`config.mk`:
```
export PLATFORM = sky130hd
export DESIGN_NAME = fb_write_arbiter
export DESIGN_NICKNAME = d
export VERILOG_FILES = /design/src/rtl/fb_write_arbiter.sv
export SDC_FILE = /design/constraint.sdc
export NUM_CORES = 1
export LEC_CHECK = 0
export CAP_MARGIN = 0
export CORE_ASPECT_RATIO = 0.9
export CORE_MARGIN = 2
export CORE_UTILIZATION = 51
export CTS_BUF_LIST = sky130_fd_sc_hd__clkbuf_4
export DETAILED_ROUTE_END_ITERATION = 8
export PLACE_DENSITY = 0.88
export SLEW_MARGIN = 20
export SYNTH_ARGS = -nofsm -noshare
export SYNTH_HDL_FRONTEND = slang
export SYNTH_SLANG_ARGS = --single-unit
```
`constraint.sdc`:
```
create_clock -name clk -period 6.1 [get_ports clk]
set_clock_uncertainty 0.2 [all_clocks]
set_input_delay 0.915 -clock clk [delete_from_list [all_inputs] [get_ports clk]]
set_output_delay 0.915 -clock clk [all_outputs]
set_load 0.005 [all_outputs]
```
`src/rtl/fb_write_arbiter.sv`:
```
// Frame-buffer write-port arbiter: round-robin among three drawing requesters,
// plus a full-buffer clear sweep run after reset or on command.
module fb_write_arbiter #(
    parameter int DW             = 15,
    parameter int CW             = 12,
    parameter int FB_DEPTH       = 30000,
    parameter int CLEAR_ON_RESET = 1
) (
    input  logic          clk,
    input  logic          rstn,
    input  logic          clear_start,
    input  logic [CW-1:0] bg_color,
    input  logic          req0,
    input  logic          req1,
    input  logic          req2,
    input  logic [DW-1:0] addr0,
    input  logic [DW-1:0] addr1,
    input  logic [DW-1:0] addr2,
    input  logic [CW-1:0] data0,
    input  logic [CW-1:0] data1,
    input  logic [CW-1:0] data2,
    output logic          gnt0,
    output logic          gnt1,
    output logic          gnt2,
    output logic          we,
    output logic [DW-1:0] waddr,
    output logic [CW-1:0] wdata,
    output logic          clear_busy,
    output logic          clear_done,
    output logic          oor_flag
);

    typedef enum logic {S_IDLE = 1'b0, S_CLEAR = 1'b1} state_t;

    localparam state_t        RST_STATE = (CLEAR_ON_RESET != 0) ? S_CLEAR : S_IDLE;
    localparam logic [DW-1:0] LAST_ADDR = DW'(FB_DEPTH - 1);

    state_t        r_state, w_state_nxt;
    logic          r_arm;
    logic [DW-1:0] r_cnt;
    logic [CW-1:0] r_color;
    logic [1:0]    r_last;
    logic          r_we, r_done, r_oor;
    logic [DW-1:0] r_waddr;
    logic [CW-1:0] r_wdata;

    logic [2:0]    w_req, w_gnt;
    logic [1:0]    w_ord [3];
    logic [1:0]    w_sel;
    logic          w_xfer, w_oor;
    logic [DW-1:0] w_addr;
    logic [CW-1:0] w_data;

    assign w_req = {req2, req1, req0};

    always_comb begin
        w_state_nxt = r_state;
        case (r_state)
            S_IDLE:  if (clear_start) w_state_nxt = S_CLEAR;
            S_CLEAR: if (!r_arm && r_cnt == LAST_ADDR) w_state_nxt = S_IDLE;
            default: w_state_nxt = S_IDLE;
        endcase
    end

    // Search order starts just after the last winner.
    always_comb begin
        case (r_last)
            2'd0:    begin w_ord[0] = 2'd1; w_ord[1] = 2'd2; w_ord[2] = 2'd0; end
            2'd1:    begin w_ord[0] = 2'd2; w_ord[1] = 2'd0; w_ord[2] = 2'd1; end
            default: begin w_ord[0] = 2'd0; w_ord[1] = 2'd1; w_ord[2] = 2'd2; end
        endcase
    end

    always_comb begin
        w_gnt  = 3'b000;
        w_sel  = 2'd0;
        w_xfer = 1'b0;
        if (r_state == S_IDLE && !clear_start) begin
            for (int k = 0; k < 3; k++) begin
                if (!w_xfer && w_req[w_ord[k]]) begin
                    w_gnt[w_ord[k]] = 1'b1;
                    w_sel           = w_ord[k];
                    w_xfer          = 1'b1;
                end
            end
        end
    end

    always_comb begin
        case (w_sel)
            2'd1:    begin w_addr = addr1; w_data = data1; end
            2'd2:    begin w_addr = addr2; w_data = data2; end
            default: begin w_addr = addr0; w_data = data0; end
        endcase
    end

    assign w_oor = (w_addr > LAST_ADDR);

    always_ff @(posedge clk or negedge rstn) begin
        if (!rstn) begin
            r_state <= RST_STATE;
            r_arm   <= (CLEAR_ON_RESET != 0);
            r_cnt   <= '0;
            r_color <= '0;
            r_last  <= 2'd2;
            r_we    <= 1'b0;
            r_waddr <= '0;
            r_wdata <= '0;
            r_done  <= 1'b0;
            r_oor   <= 1'b0;
        end else begin
            r_state <= w_state_nxt;
            r_done  <= 1'b0;
            r_we    <= 1'b0;
            if (r_state == S_IDLE) begin
                if (clear_start) begin
                    r_cnt   <= '0;
                    r_color <= bg_color;
                end else if (w_xfer) begin
                    r_last <= w_sel;
                    if (w_oor) begin
                        r_oor <= 1'b1;
                    end else begin
                        r_we    <= 1'b1;
                        r_waddr <= w_addr;
                        r_wdata <= w_data;
                    end
                end
            end else if (r_arm) begin
                // Auto-clear after reset: this edge only captures the colour.
                r_arm   <= 1'b0;
                r_cnt   <= '0;
                r_color <= bg_color;
            end else begin
                r_we    <= 1'b1;
                r_waddr <= r_cnt;
                r_wdata <= r_color;
                if (r_cnt == LAST_ADDR) r_done <= 1'b1;
                else                    r_cnt  <= r_cnt + DW'(1);
            end
        end
    end

    assign gnt0       = w_gnt[0];
    assign gnt1       = w_gnt[1];
    assign gnt2       = w_gnt[2];
    assign we         = r_we;
    assign waddr      = r_waddr;
    assign wdata      = r_wdata;
    assign clear_busy = (r_state == S_CLEAR);
    assign clear_done = r_done;
    assign oor_flag   = r_oor;

endmodule

```
==> results.json <==
{
  "gp_congestion": 0.930,
  "clkTransAtPathRegs_ns": 0.10,
  "numCtsBuffers": 9,
  "power.density_nw_per_um2": 215,
  "synthToLayoutAreaGrowth_pct": 37.0,
  "crit_end": "wdata[0]",
  "status": "finished clean",
  "synth_warnings": 0,
  "ys_seq_area_share_pct": 38.8,
  "port_buffers": 132,
  "worst-setup-path-type": "in -> reg",
  "antenna_found_initial": 0,
  "yosys.area.top_type_share_pct": 36.8,
  "cts_tree": "yes",
  "required_ns": 6.18,
  "synth_area_sq_um": 3950,
  "routed_via_density": 6.37,
  "grt_pass1_vias": 3915,
  "final_antenna_net_count": 0,
  "cp_max_fo": 29,
  "finalWirelength_mm": 12.3,
  "die_x_um": 96.7,
  "dp_hpwl_mm": 8.57,
  "clk_latency_ns": 0.42,
  "syn_nets": 533,
  "fin_tns_setup_ns": 0,
  "cts.root.buffer_cell": "clkbuf_4",
  "worst_pin_slew_ns": 0.969,
  "design.die.area_sq_um": 8460,
  "r2r-end": "wdata[0]",
  "peakVddDrop_mv": 0.173,
  "synth_top_cell_by_area": "dfrtp_1",
  "syn_inst": 431,
  "ys_ff_latch": 61,
  "start_kind": "input pin",
  "synth_edf_count": 0,
  "start_util_pct": 52.6,
  "vias": 4126,
  "grt_pass1_wl_mm": 19.9,
  "h-tree-depth": 3,
  "drv_cap": 0,
  "gr-total-overflow": 0,
  "postCtsSetupBuffers": 0,
  "r2r_start": "clear_busy",
  "ys.flop_type": "dfrtp_1",
  "leakage_nw": 2.10,
  "synth_area_leaders": "dfrtp_1, a221oi_1, a21oi_1, nor2b_1, nand2_1",
  "final_nets": 649,
  "ys_types": 56,
  "grt_setup_unrepaired": "no",
  "holdWs_ns": 0.298,
  "cp-startpoint": "clear_start",
  "worst_hold_path_type": "reg -> reg",
  "n_antenna_cell": 0,
  "clockBufferDepth": 2,
  "drive_above_1_share_pct": 11.6,
  "placed_area_sq_um": 5260,
  "min_period_ns": 4.79,
  "finalPower_mw": 1.16,
  "drt-initial-drc-count": 393,
  "finalCritPeriodShare_pct": 78.6,
  "max_freq_mhz": 209,
  "ios": 133,
  "ctsResizeCount": 0,
  "firstDrtPassIters": 5,
  "core_region_area_sq_um": 7510,
  "finalMaxSlewViolations": 0,
  "final-hold-violation-count": 0,
  "critical_path.endpoint_type": "register",
  "drc_errors": 0,
  "grt_use_total_pct": 29.3,
  "finish.instance_area_sq_um": 5410,
  "synth_async_sr_flop_share_pct": 100,
  "hold_buffers": 0,
  "regToRegSetupSlack_ns": 1.89,
  "placement_rows": 30,
  "r2r_cells": 10,
  "avgSynthCellArea_sq_um": 9.16,
  "final_util_pct": 72.0,
  "setup_viol": 0,
  "worst_slew_margin_rel_pct": 34.9,
  "wl_per_cell_um": 19.1,
  "die_height_um": 87.5,
  "cts.sinks": 61,
  "crit_arrival_ns": 4.87,
  "grt_max_degree": 62
}
## logic make-up (layout without fill, tap and decap cells)
| group | count (synthesis) | in the layout | synth area share [%] |
|---|---|---|---|
| AO/OA/AOI/OAI | 140 | 140 | 27.6 |
| multiplexers | 13 | 13 | 3.71 |
| XOR/XNOR | 8 | 8 | 1.78 |
| flip-flops | 61 | 61 | 38.8 |
| buffers and inverters | 40 | 161 | 5.49 |
| adder cells (fa/ha/maj) | 3 | 3 | 0.951 |
| AND/OR/NAND/NOR | 166 | 166 | 21.7 |
## worst min-delay path by stage
stage          startpoint         to  cells after the start
6_report         oor_flag   oor_flag                      1
5_1_grt         r_last[1]  r_last[1]                      2
4_1_cts         r_last[1]  r_last[1]                      2
3_5_place_dp     oor_flag   oor_flag                      1
3_3_place_gp     oor_flag   oor_flag                      1
2_1_floorplan   r_last[1]  r_last[1]                      2
## final cells by class
| type | instances | area, sq um |
|---|---|---|
| Clock buffer | 9 | 67.6 |
| Sequential cell | 61 | 1530 |
| Tap cell | 96 | 120 |
| Clock inverter | 7 | 80.1 |
| Timing Repair Buffer | 140 | 1380 |
| Inverter | 5 | 18.8 |
| Fill cell | 583 | 2100 |
| Multi-Input combinational cell | 330 | 2210 |
## power by group
part / total (mW) / internal (mW) / leakage (nW) / switching [mW]
Combinational: 0.297 / 0.190 / 1.26 / 0.107
Clock: 0.313 / 0.160 / 0.0799 / 0.152
Sequential: 0.550 / 0.471 / 0.763 / 0.0794
Total: 1.16 / 0.821 / 2.10 / 0.339
## cells in the mapped netlist (all sizes together) (2+ instances only)
master,n
o221ai,19
o22ai,3
o31ai,9
nand2,46
or2,2
nor4,7
and2,2
dfstp,3
a211oi,7
o211ai,2
and3,5
o21a,2
nor3,23
nand3b,2
xnor2,8
a221o,6
o21ai,12
nor2,34
buf,14
a31o,2
a21oi,43
a221oi,26
nand4,2
mux2,13
nand3,5
clkbuf,21
ha,3
nor2b,30
nand2b,2
o311ai,2
a2111oi,3
dfrtp,58
inv,5
## sequential cells by signal, summed over array words and instances, names as in the netlist
name and cells:
we 1, waddr 15, oor_flag 1, clear_done 1, r_cnt 15, r_arm 1, r_color 12, r_last 2
wdata 12, clear_busy 1
## per-layer routing
layer  global-route usage [%]  vias up  share of wire, %
met5                        0        -                 0
met1                     38.4     1998                41
met3                     7.46       25               7.9
met2                     48.4      227                49
met4                     8.71        0               2.2
li1                         -     1876                 -
## metrics by stage
| stage | setup slack (ns) | std cells |
|---|---|---|
| 2_1_floorplan | 2.33 | 431 |
| 3_3_place_gp | 1.10 | 632 |
| 3_5_place_dp | 0.900 | 632 |
| 4_1_cts | 1.33 | 648 |
| 5_1_grt | 0.988 | 648 |
| 6_report | 1.31 | 648 |
## critical path, cell delays in order
cell	delay [ns]
clkdlybuf4s50_1	0.45
nor2_1	0.12
buf_4	0.22
and3_1	0.21
inv_1	0.07
ha_1	0.85
buf_4	0.39
a221oi_1	0.10
nor4_1	0.51
o21ai_4	0.18
a21oi_4	0.61
o221ai_1	0.23
## layout by cell type (no fill, tap or decap), types with 10 or more instances in the layout
master	count
mux2_2	13
o21ai_0	10
nor2_1	33
nand2_1	46
a221oi_1	24
clkdlybuf4s50_1	131
nor3_1	22
dfrtp_1	58
nor2b_1	29
o221ai_1	11
a21oi_1	41
Note: power is estimated with default switching activity, not from simulation.
